`src/rtl/fta_asynch2sync_q.sv`:
```
// fta_asynch2sync_q: queued asynchronous-to-synchronous bus adapter.
// Single-cycle upstream request pulses are pushed into a DEPTH-entry queue and
// replayed one at a time to a synchronous slave. The slave cycle is held until
// ack/err/rty; rty is retried up to MAX_RETRY times, silence for TIMEOUT cycles
// yields a synthesised err. Each accepted request returns one response pulse.
// Ports:
//   clk, rst_n             clock, asynchronous active-low reset
//   req_*_i                upstream request (cyc pulse, we, adr, dat, sel, tid)
//   req_full_o, ovf_o      queue full, sticky dropped-request flag
//   resp_*_o               one-cycle response pulse (ack/err/rty, tid, dat)
//   m_*_o                  slave cycle outputs, held stable while active
//   m_ack_i/err_i/rty_i    slave response, m_dat_i slave read data
module fta_asynch2sync_q #(
  parameter int unsigned AWID      = 32,
  parameter int unsigned DWID      = 128,
  parameter int unsigned TIDW      = 8,
  parameter int unsigned DEPTH     = 4,
  parameter int unsigned MAX_RETRY = 3,
  parameter int unsigned TIMEOUT   = 1023
) (
  input  logic              clk,
  input  logic              rst_n,
  input  logic              req_cyc_i,
  input  logic              req_we_i,
  input  logic [AWID-1:0]   req_adr_i,
  input  logic [DWID-1:0]   req_dat_i,
  input  logic [DWID/8-1:0] req_sel_i,
  input  logic [TIDW-1:0]   req_tid_i,
  output logic              req_full_o,
  output logic              ovf_o,
  output logic              resp_ack_o,
  output logic              resp_err_o,
  output logic              resp_rty_o,
  output logic [TIDW-1:0]   resp_tid_o,
  output logic [DWID-1:0]   resp_dat_o,
  output logic              m_cyc_o,
  output logic              m_we_o,
  output logic [AWID-1:0]   m_adr_o,
  output logic [DWID-1:0]   m_dat_o,
  output logic [DWID/8-1:0] m_sel_o,
  output logic [TIDW-1:0]   m_tid_o,
  input  logic              m_ack_i,
  input  logic              m_err_i,
  input  logic              m_rty_i,
  input  logic [DWID-1:0]   m_dat_i
);

  localparam int unsigned SELW = DWID / 8;
  localparam int unsigned EW   = 1 + AWID + DWID + SELW + TIDW;
  localparam int unsigned PW   = $clog2(DEPTH);
  localparam int unsigned CW   = PW + 1;
  localparam int unsigned TW   = (TIMEOUT > 0) ? $clog2(TIMEOUT + 1) : 1;
  localparam int unsigned RW   = (MAX_RETRY > 0) ? $clog2(MAX_RETRY + 1) : 1;

  typedef enum logic [1:0] {IDLE, ACTIVE, RELEASE} state_t;

  state_t          state, state_d;
  logic [EW-1:0]   mem [DEPTH];
  logic [PW-1:0]   wr_ptr, rd_ptr;
  logic [CW-1:0]   count;
  logic            full, push, pop;
  logic            nonempty_q;
  logic            any, any_q, resp_edge;
  logic [TW-1:0]   tcnt, tcnt_d;
  logic [RW-1:0]   retry_cnt, retry_d;
  logic            pend, pend_d;
  logic            m_cyc_d;
  logic            ack_d, err_d, rty_d;
  logic [TIDW-1:0] tid_d;
  logic [DWID-1:0] dat_d;

  logic            h_we;
  logic [AWID-1:0] h_adr;
  logic [DWID-1:0] h_dat;
  logic [SELW-1:0] h_sel;
  logic [TIDW-1:0] h_tid;

  assign full       = (count == CW'(DEPTH));
  assign req_full_o = full;
  assign push       = req_cyc_i & ~full;
  assign any        = m_ack_i | m_err_i | m_rty_i;
  assign resp_edge  = any & ~any_q;
  assign {h_we, h_adr, h_dat, h_sel, h_tid} = mem[rd_ptr];

  always_ff @(posedge clk) begin
    if (push) mem[wr_ptr] <= {req_we_i, req_adr_i, req_dat_i, req_sel_i, req_tid_i};
  end

  always_comb begin
    state_d = state;
    m_cyc_d = m_cyc_o;
    pop     = 1'b0;
    ack_d   = 1'b0;
    err_d   = 1'b0;
    rty_d   = 1'b0;
    tid_d   = '0;
    dat_d   = '0;
    tcnt_d  = tcnt;
    retry_d = retry_cnt;
    pend_d  = pend;
    case (state)
      IDLE: begin
        tcnt_d = '0;
        // nonempty_q delays issue of a freshly pushed entry by one cycle
        if (nonempty_q && (count != '0)) begin
          pop     = 1'b1;
          m_cyc_d = 1'b1;
          state_d = ACTIVE;
        end
      end
      ACTIVE: begin
        if (resp_edge) begin
          m_cyc_d = 1'b0;
          state_d = RELEASE;
          if (m_err_i || m_ack_i) begin
            err_d   = m_err_i;
            ack_d   = ~m_err_i;
            tid_d   = m_tid_o;
            dat_d   = m_dat_i;
            retry_d = '0;
          end else if (retry_cnt < RW'(MAX_RETRY)) begin
            retry_d = retry_cnt + 1'b1;
            pend_d  = 1'b1;
          end else begin
            rty_d   = 1'b1;
            tid_d   = m_tid_o;
            dat_d   = m_dat_i;
            retry_d = '0;
          end
        end else if (tcnt == TW'(TIMEOUT)) begin
          err_d   = 1'b1;
          tid_d   = m_tid_o;
          m_cyc_d = 1'b0;
          retry_d = '0;
          state_d = RELEASE;
        end else begin
          tcnt_d = tcnt + 1'b1;
        end
      end
      RELEASE: begin
        if (!any) begin
          if (pend) begin
            pend_d  = 1'b0;
            m_cyc_d = 1'b1;
            tcnt_d  = '0;
            state_d = ACTIVE;
          end else begin
            state_d = IDLE;
          end
        end
      end
      default: state_d = IDLE;
    endcase
  end

  always_ff @(posedge clk or negedge rst_n) begin
    if (!rst_n) begin
      state      <= IDLE;
      wr_ptr     <= '0;
      rd_ptr     <= '0;
      count      <= '0;
      ovf_o      <= 1'b0;
      nonempty_q <= 1'b0;
      any_q      <= 1'b0;
      tcnt       <= '0;
      retry_cnt  <= '0;
      pend       <= 1'b0;
      m_cyc_o    <= 1'b0;
      m_we_o     <= 1'b0;
      m_adr_o    <= '0;
      m_dat_o    <= '0;
      m_sel_o    <= '0;
      m_tid_o    <= '0;
      resp_ack_o <= 1'b0;
      resp_err_o <= 1'b0;
      resp_rty_o <= 1'b0;
      resp_tid_o <= '0;
      resp_dat_o <= '0;
    end else begin
      state      <= state_d;
      nonempty_q <= (count != '0);
      any_q      <= any;
      tcnt       <= tcnt_d;
      retry_cnt  <= retry_d;
      pend       <= pend_d;
      m_cyc_o    <= m_cyc_d;
      resp_ack_o <= ack_d;
      resp_err_o <= err_d;
      resp_rty_o <= rty_d;
      resp_tid_o <= tid_d;
      resp_dat_o <= dat_d;
      if (req_cyc_i && full) ovf_o <= 1'b1;
      if (push) wr_ptr <= wr_ptr + 1'b1;
      if (pop) begin
        rd_ptr  <= rd_ptr + 1'b1;
        m_we_o  <= h_we;
        m_adr_o <= h_adr;
        m_dat_o <= h_dat;
        m_sel_o <= h_sel;
        m_tid_o <= h_tid;
      end
      case ({push, pop})
        2'b10:   count <= count + 1'b1;
        2'b01:   count <= count - 1'b1;
        default: count <= count;
      endcase
    end
  end

endmodule

```
`config.mk`:
```
export PLATFORM = sky130hd
export DESIGN_NAME = fta_asynch2sync_q
export DESIGN_NICKNAME = d
export VERILOG_FILES = /design/src/rtl/fta_asynch2sync_q.sv
export SDC_FILE = /design/constraint.sdc
export NUM_CORES = 1
export LEC_CHECK = 0
export ABC_AREA = 1
export CORE_MARGIN = 8
export CORE_UTILIZATION = 58
export CTS_CLUSTER_DIAMETER = 100
export DETAILED_ROUTE_END_ITERATION = 12
export PLACE_DENSITY_LB_ADDON = 0.2
export SLEW_MARGIN = 5
export SYNTH_ARGS = -nofsm -noshare
export SYNTH_HDL_FRONTEND = slang
export SYNTH_SLANG_ARGS = --single-unit
```
`constraint.sdc`:
```
create_clock -name clk -period 13.8 [get_ports clk]
set_input_delay 2.07 -clock clk [delete_from_list [all_inputs] [get_ports clk]]
set_output_delay 2.07 -clock clk [all_outputs]
set_load 0.05 [all_outputs]
```
==> flow_metrics.py, run 1 <==
metrics = {
    "floorplanning": {
        "design.portCount": 646,
        "core_area_um2": 69500,
        "die_height_um": 280,
        "rows": 97,
        "dieArea_um2": 78400,
        "initial_core_util_pct": 58.1,
        "die_w_um": 280,
    },
    "placement": {
        "dp_slack_ps": 7970,
        "dp_hpwl_mm": 70.5,
        "placed_area_um2": 47400,
        "routabilityCongestion": 0.874,
        "io_buffers": 645,
    },
    "setup_path": {
        "critPathLaunchType": "input pin",
        "crit_end": "mem[3][82]",
        "r2r_end": "m_dat_o[125]",
        "crit_family": "buffers and inverters",
        "worst_path_max_delay_cell": "buf_4",
        "cp_cell_sequence": "clkdlybuf4s50_1 > nand2_1 > nor2_4 > buf_4 > buf_4",
        "cp.depth": 5,
        "timing.rr.start": "rd_ptr[0]",
        "critical_path_arrival_ps": 5360,
        "critical_path_class": "in2reg",
        "r2r_cells": 6,
        "max_stage_delay_ps": 870,
        "rrSetupSlack_ps": 9900,
        "crit_buf_inv": 3,
        "cp.required_ps": 14050,
        "crit_top_cell": "buf_4",
        "worstPathMaxFanout": 72,
        "worstSetupEndpointType": "flip-flop",
        "critPathLaunch": "req_cyc_i",
    },
    "routing": {
        "drtAntennaViolNets": 0,
        "vias_per_cell": 5.58,
        "drc": 0,
        "dr_total_vias": 26100,
        "wl_per_cell_um": 23.6,
        "dr.pass1.iters": 6,
        "drt-total-wl_mm": 110,
        "drt_iter0_markers": 2457,
    },
    "clock_network": {
        "cts_sinks": 1090,
        "clk_path_buf_depth": 3,
        "cts-root-buf": "clkbuf_16",
        "cts_resized": 0,
        "clock_latency_ps": 650,
        "postCtsSetupBuffers": 0,
        "h-tree-depth": 3,
        "cts_tree": "done",
        "cts-buffers-inserted": 105,
        "path_clk_slew_ps": 60,
        "hold_buffers": 0,
    },
    "grt": {
        "grt_pass1_vias": 26400,
        "grt.overflow.total": 0,
        "grt_max_degree": 153,
        "grt_antenna_before_repair": 50,
        "grt_pass1_wl_mm": 164,
        "grt.total_usage_pct": 27.5,
    },
    "worst_hold_path": {
        "min_path_cells": 1,
        "holdCritPathClass": "reg2reg",
    },
    "yosys": {
        "syn_area_per_cell_um2": 13.5,
        "synth.distinct_cells": 30,
        "postSynthCellCount": 2994,
        "yosysWarnings": 0,
        "syn-cell-area_um2": 40400,
        "synth_fp_nets": 3321,
        "yosysSeqAreaShare_pct": 76.6,
        "ys_seq_elements": 1090,
    },
    "sta": {
        "fmax_ghz": 0.196,
        "timing.final.ws_setup_ps": 8690,
        "setup_viol": 0,
        "period_share_pct": 37.0,
        "holdWs_ps": 471,
        "period_needed_ps": 5110,
        "hold_viol_final": 0,
        "clock_skew_ps": 22.2,
        "finalSetupTns_ps": 0,
        "report.final.slew_viol_count": 0,
        "slew_headroom_pct": 12.6,
        "rsz0062_at_grt": "false",
        "worstMarginPinSlew_ps": 1310,
    },
    "outcome": {
        "outcome": "complete, no violations",
    },
    "layout": {
        "final_nets": 3927,
        "final_cell_area_um2": 50900,
        "final_core_util_pct": 73.3,
        "fillCellCount": 4380,
        "areaGrowthSynthToFinish_pct": 26.0,
        "layout-drive-gt1-share_pct": 5.74,
    },
    "pwr": {
        "p_leak_nw": 19.9,
        "peakVddDrop_v": 0.000191,
        "power.density_nw_per_um2": 229,
    },
    "job": {
        "max_cap_viol_count": 0,
    },
}
Yosys cell counts:
master | n | area (um^2)
o21ai_0 | 215 | 1080
nor2_1 | 350 | 1310
buf_6 | 11 | 124
a21oi_1 | 7 | 35.0
buf_4 | 37 | 278
dfrtp_1 | 350 | 8760
and3_1 | 1 | 6.26
edfxtp_1 | 740 | 22200
buf_2 | 47 | 235
fa_1 | 1 | 20.0
buf_1 | 16 | 60.1
clkinv_1 | 1 | 3.75
o22ai_1 | 177 | 1110
inv_1 | 27 | 101
ha_1 | 7 | 87.6
xor2_1 | 4 | 35.0
a21o_1 | 1 | 7.51
nor2_2 | 3 | 18.8
mux2i_1 | 177 | 1770
nand3_2 | 1 | 10.0
inv_2 | 8 | 30.0
xnor2_1 | 4 | 35.0
clkbuf_1 | 61 | 229
nor2_4 | 1 | 11.3
nand2_2 | 3 | 18.8
nand3b_1 | 1 | 7.51
nand2_1 | 718 | 2700
nor3b_1 | 1 | 7.51
nand3_1 | 14 | 70.1
nor3_1 | 10 | 50.1
power breakdown:
group,leakage [nW],internal [mW],switching [mW]
Sequential,11.3,4.30,0.366
Combinational,6.91,1.27,2.91
Clock,1.69,1.62,1.19
cells in the final DEF, fill, tap and decap left out, drive strengths merged:
master | netlist | routed
a21o | 1 | 1
a21oi | 7 | 7
and3 | 1 | 1
buf | 111 | 27
bufinv | 0 | 7
clkbuf | 61 | 150
clkdlybuf4s50 | 0 | 644
clkinv | 1 | 39
clkinvlp | 0 | 2
dfrtp | 350 | 350
diode | 0 | 42
edfxtp | 740 | 740
fa | 1 | 1
ha | 7 | 7
inv | 35 | 38
mux2i | 177 | 177
nand2 | 721 | 721
nand3 | 15 | 15
nand3b | 1 | 1
nor2 | 354 | 354
nor3 | 10 | 10
nor3b | 1 | 1
o21ai | 215 | 215
o22ai | 177 | 177
xnor2 | 4 | 4
xor2 | 4 | 4
metrics by stage:
| step | std cells | power [mW] |
|---|---|---|
| 2_1_floorplan | 2994 | 7.61 |
| 3_3_place_gp | 4433 | 8.78 |
| 3_5_place_dp | 4433 | 8.91 |
| 4_1_cts | 4633 | 11.7 |
| 5_1_grt | 4662 | 12.2 |
| 6_report | 4675 | 11.7 |
worst reg2reg max path: stages (launching register included):
cell and delay (ps):
dfrtp_4 1080, buf_4 970, buf_4 1030, o21ai_0 320
o22ai_1 250, nand2_1 80, nand2_1 100
layout make-up:
cell class / instances / area (um^2) / area share [%]
repair buffers: 671 / 6680 / 13.1
clock buffers: 150 / 2950 / 5.79
clock inverters: 50 / 468 / 0.919
flip-flops and latches: 1090 / 31000 / 60.8
multi-input cells: 1696 / 8430 / 16.6
inverters: 36 / 145 / 0.285
well taps: 940 / 1180 / 2.31
diodes: 42 / 105 / 0.206
state kept, by name (all words and copies together) (netlist names), 2 cells and up:
| signal | flops |
|---|---|
| m_dat_o | 128 |
| m_sel_o | 16 |
| m_tid_o | 8 |
| m_adr_o | 32 |
| retry_cnt | 2 |
| mem | 740 |
| resp_tid_o | 8 |
| wr_ptr | 2 |
| count | 3 |
| tcnt | 10 |
| resp_dat_o | 128 |
| state | 2 |
| rd_ptr | 2 |
cell families (layout without fill, tap and decap cells):
logic type | Yosys count | count (layout) | synth area share [%]
simple gates | 1103 | 1103 | 10.4
flops | 1090 | 1090 | 76.6
compound gates | 400 | 400 | 5.51
buf+inv | 208 | 907 | 2.62
mux | 177 | 177 | 4.38
fa+ha+maj | 8 | 8 | 0.266
xor+xnor | 8 | 8 | 0.173
other cells | 0 | 42 | 0
how the worst min path moves through the flow:
stage	start	end	slack, ps
final	ovf_o	ovf_o	470
after global placement	ovf_o	ovf_o	440
after floorplan	retry_cnt[1]	retry_cnt[1]	450
after global routing	m_dat_o[20]	m_dat_o[20]	500
after detailed placement	ovf_o	ovf_o	460
after CTS	ovf_o	ovf_o	480
metal layers:
layer / global-route usage [%] / wire length [um] / vias up
li1: - / - / 11800
met1: 34.0 / 41800 / 13100
met2: 46.0 / 55500 / 1056
met3: 6.93 / 8900 / 192
met4: 12.2 / 3880 / 22
met5: 0 / 148 / -
Note: power is estimated with default switching activity, not from simulation.
==> inputs of run 2 (changes only) <==
- CORE_UTILIZATION: 58 -> 53
- clock period: 13.8 -> 5.1 ns (I/O delays scaled with it)
==> flow_metrics.py, run 2 (synthesized netlist as in run 1, its figures left out) <==
metrics = {
    "floorplanning": {
        "design.portCount": 646,
        "initial_core_util_pct": 53.4,
        "rows": 101,
        "die_w_um": 292,
        "die_height_um": 292,
        "dieArea_um2": 85400,
        "core_area_um2": 75700,
    },
    "routing": {
        "dr.pass1.iters": 8,
        "drtAntennaViolNets": 0,
        "wl_per_cell_um": 23.5,
        "drt_iter0_markers": 1870,
        "drt-total-wl_mm": 111,
        "vias_per_cell": 5.48,
        "drc": 0,
        "dr_total_vias": 25800,
    },
    "setup_path": {
        "critPathLaunchType": "flip-flop",
        "rrSetupSlack_ps": 1720,
        "critical_path_class": "reg2reg",
        "critical_path_arrival_ps": 3900,
        "worstSetupEndpointType": "flip-flop",
        "cp.required_ps": 5620,
        "worstPathMaxFanout": 59,
    },
    "pwr": {
        "finalPower_mw": 32.3,
        "intPower_mw": 20.0,
        "power.density_nw_per_um2": 627,
        "seqPwrFrac_pct": 39.2,
        "p_sw_mw": 12.3,
        "p_leak_nw": 20.1,
        "peakVddDrop_v": 0.000561,
        "clockPowerShare_pct": 25.3,
        "sw_frac_of_total_pct": 38.2,
        "p_comb_share_pct": 35.5,
    },
    "layout": {
        "layout-drive-gt1-share_pct": 6.32,
        "reg.largest.list": "mem (740), m_dat_o (128), resp_dat_o (128)",
        "areaGrowthSynthToFinish_pct": 27.3,
        "final_nets": 3937,
        "largest_register": "mem",
        "largest_register_ffs": 740,
        "final_cell_mix": "edfxtp_1 (740), nand2_1 (718), clkdlybuf4s50_1 (644)",
        "final_common_cell": "edfxtp_1",
    },
    "grt": {
        "grt.overflow.total": 0,
        "grt_pass1_vias": 26200,
        "grt.total_usage_pct": 25.3,
        "grt_antenna_before_repair": 38,
        "grt_max_degree": 151,
        "grt_pass1_wl_mm": 165,
    },
    "sta": {
        "holdWs_ps": 167,
        "setup_viol": 0,
        "period_needed_ps": 3380,
        "worstMarginPinSlew_ps": 1130,
        "clock_skew_ps": 25.6,
        "rsz0062_at_grt": "false",
        "hold_viol_final": 0,
        "period_share_pct": 66.2,
        "report.final.slew_viol_count": 0,
        "slew_headroom_pct": 24.4,
        "fmax_ghz": 0.296,
        "timing.final.ws_setup_ps": 1720,
        "finalSetupTns_ps": 0,
    },
    "job": {
        "max_cap_viol_count": 0,
    },
    "clock_network": {
        "clock_latency_ps": 670,
        "postCtsSetupBuffers": 0,
        "cts_resized": 0,
        "cts-root-buf": "clkbuf_16",
        "h-tree-depth": 3,
        "path_clk_slew_ps": 60,
        "clk_path_buf_depth": 3,
        "hold_buffers": 0,
        "cts_tree": "done",
        "cts-buffers-inserted": 108,
        "cts_sinks": 1090,
    },
    "placement": {
        "io_buffers": 645,
        "routabilityCongestion": 0.883,
        "dp_hpwl_mm": 69.6,
        "dp_slack_ps": 1640,
    },
    "worst_hold_path": {
        "holdCritPathClass": "in2async",
    },
    "outcome": {
        "outcome": "complete, no violations",
    },
}
-- run 2: cell types whose count changed in the layout (fill, tap and decap cells not counted), sizes merged --
cell | before | now
buf | 27 | 34
clkinvlp | 2 | 6
clkbuf | 150 | 141
clkinv | 39 | 42
bufinv | 7 | 13
diode | 42 | 25
inv | 38 | 39
-- run 2: final timing paths --
kind | from | endpoint | cells after the start
min reg2reg | ovf_o | ovf_o | 1
max in group asynchronous | rst_n | resp_dat_o[67] | 2
max reg2reg | state[1] | count[2] | 9
min in group clk | ovf_o | ovf_o | 1
min | rst_n | m_dat_o[3] | 1
max | state[1] | count[2] | 9
-- run 2: power by group through the flow --
stage / clock (mW) / sequential (mW) / combinational (mW)
after global placement: 0 / 12.7 / 11.3
after detailed placement: 0 / 12.8 / 11.5
after CTS: 8.31 / 12.7 / 11.6
after floorplan: 0 / 15.1 / 5.28
after global routing: 8.66 / 12.8 / 12.3
final: 8.18 / 12.7 / 11.4
-- run 2: worst max-delay path, stage by stage (launching register included) --
cell     delay [ps]
dfrtp_1         430
nor2_1          260
nand3_4         590
inv_6           720
ha_1            250
inv_1            70
fa_1            390
a21oi_1         180
o21ai_0         150
xor2_1          170
-- run 2: final cells by class --
class                      count  area (um^2)
antenna                       25         62.6
clock buffer                 141         2980
clock inverter                64          742
fill                        5185        24200
inverter                      36          145
multi-input combinational   1696         8430
sequential                  1090        31000
tap                          978         1220
timing repair buffer         678         6910
-- run 2: routing by layer --
metal	wire length (um)	GRT usage [%]	vias to the layer above
met4	3020	8.68	28
met1	41700	30.7	13000
met2	56700	43.3	872
met3	9260	7.19	183
met5	198	0	-
li1	-	-	11800
-- run 2: through the flow --
step           util [%]  cells  instance area, um^2
6_report           68.0   4708                51500
5_1_grt            68.0   4699                51500
4_1_cts            67.9   4683                51400
3_5_place_dp       63.0   4478                47700
3_3_place_gp       63.0   4478                47700
2_1_floorplan         -   2994                40400
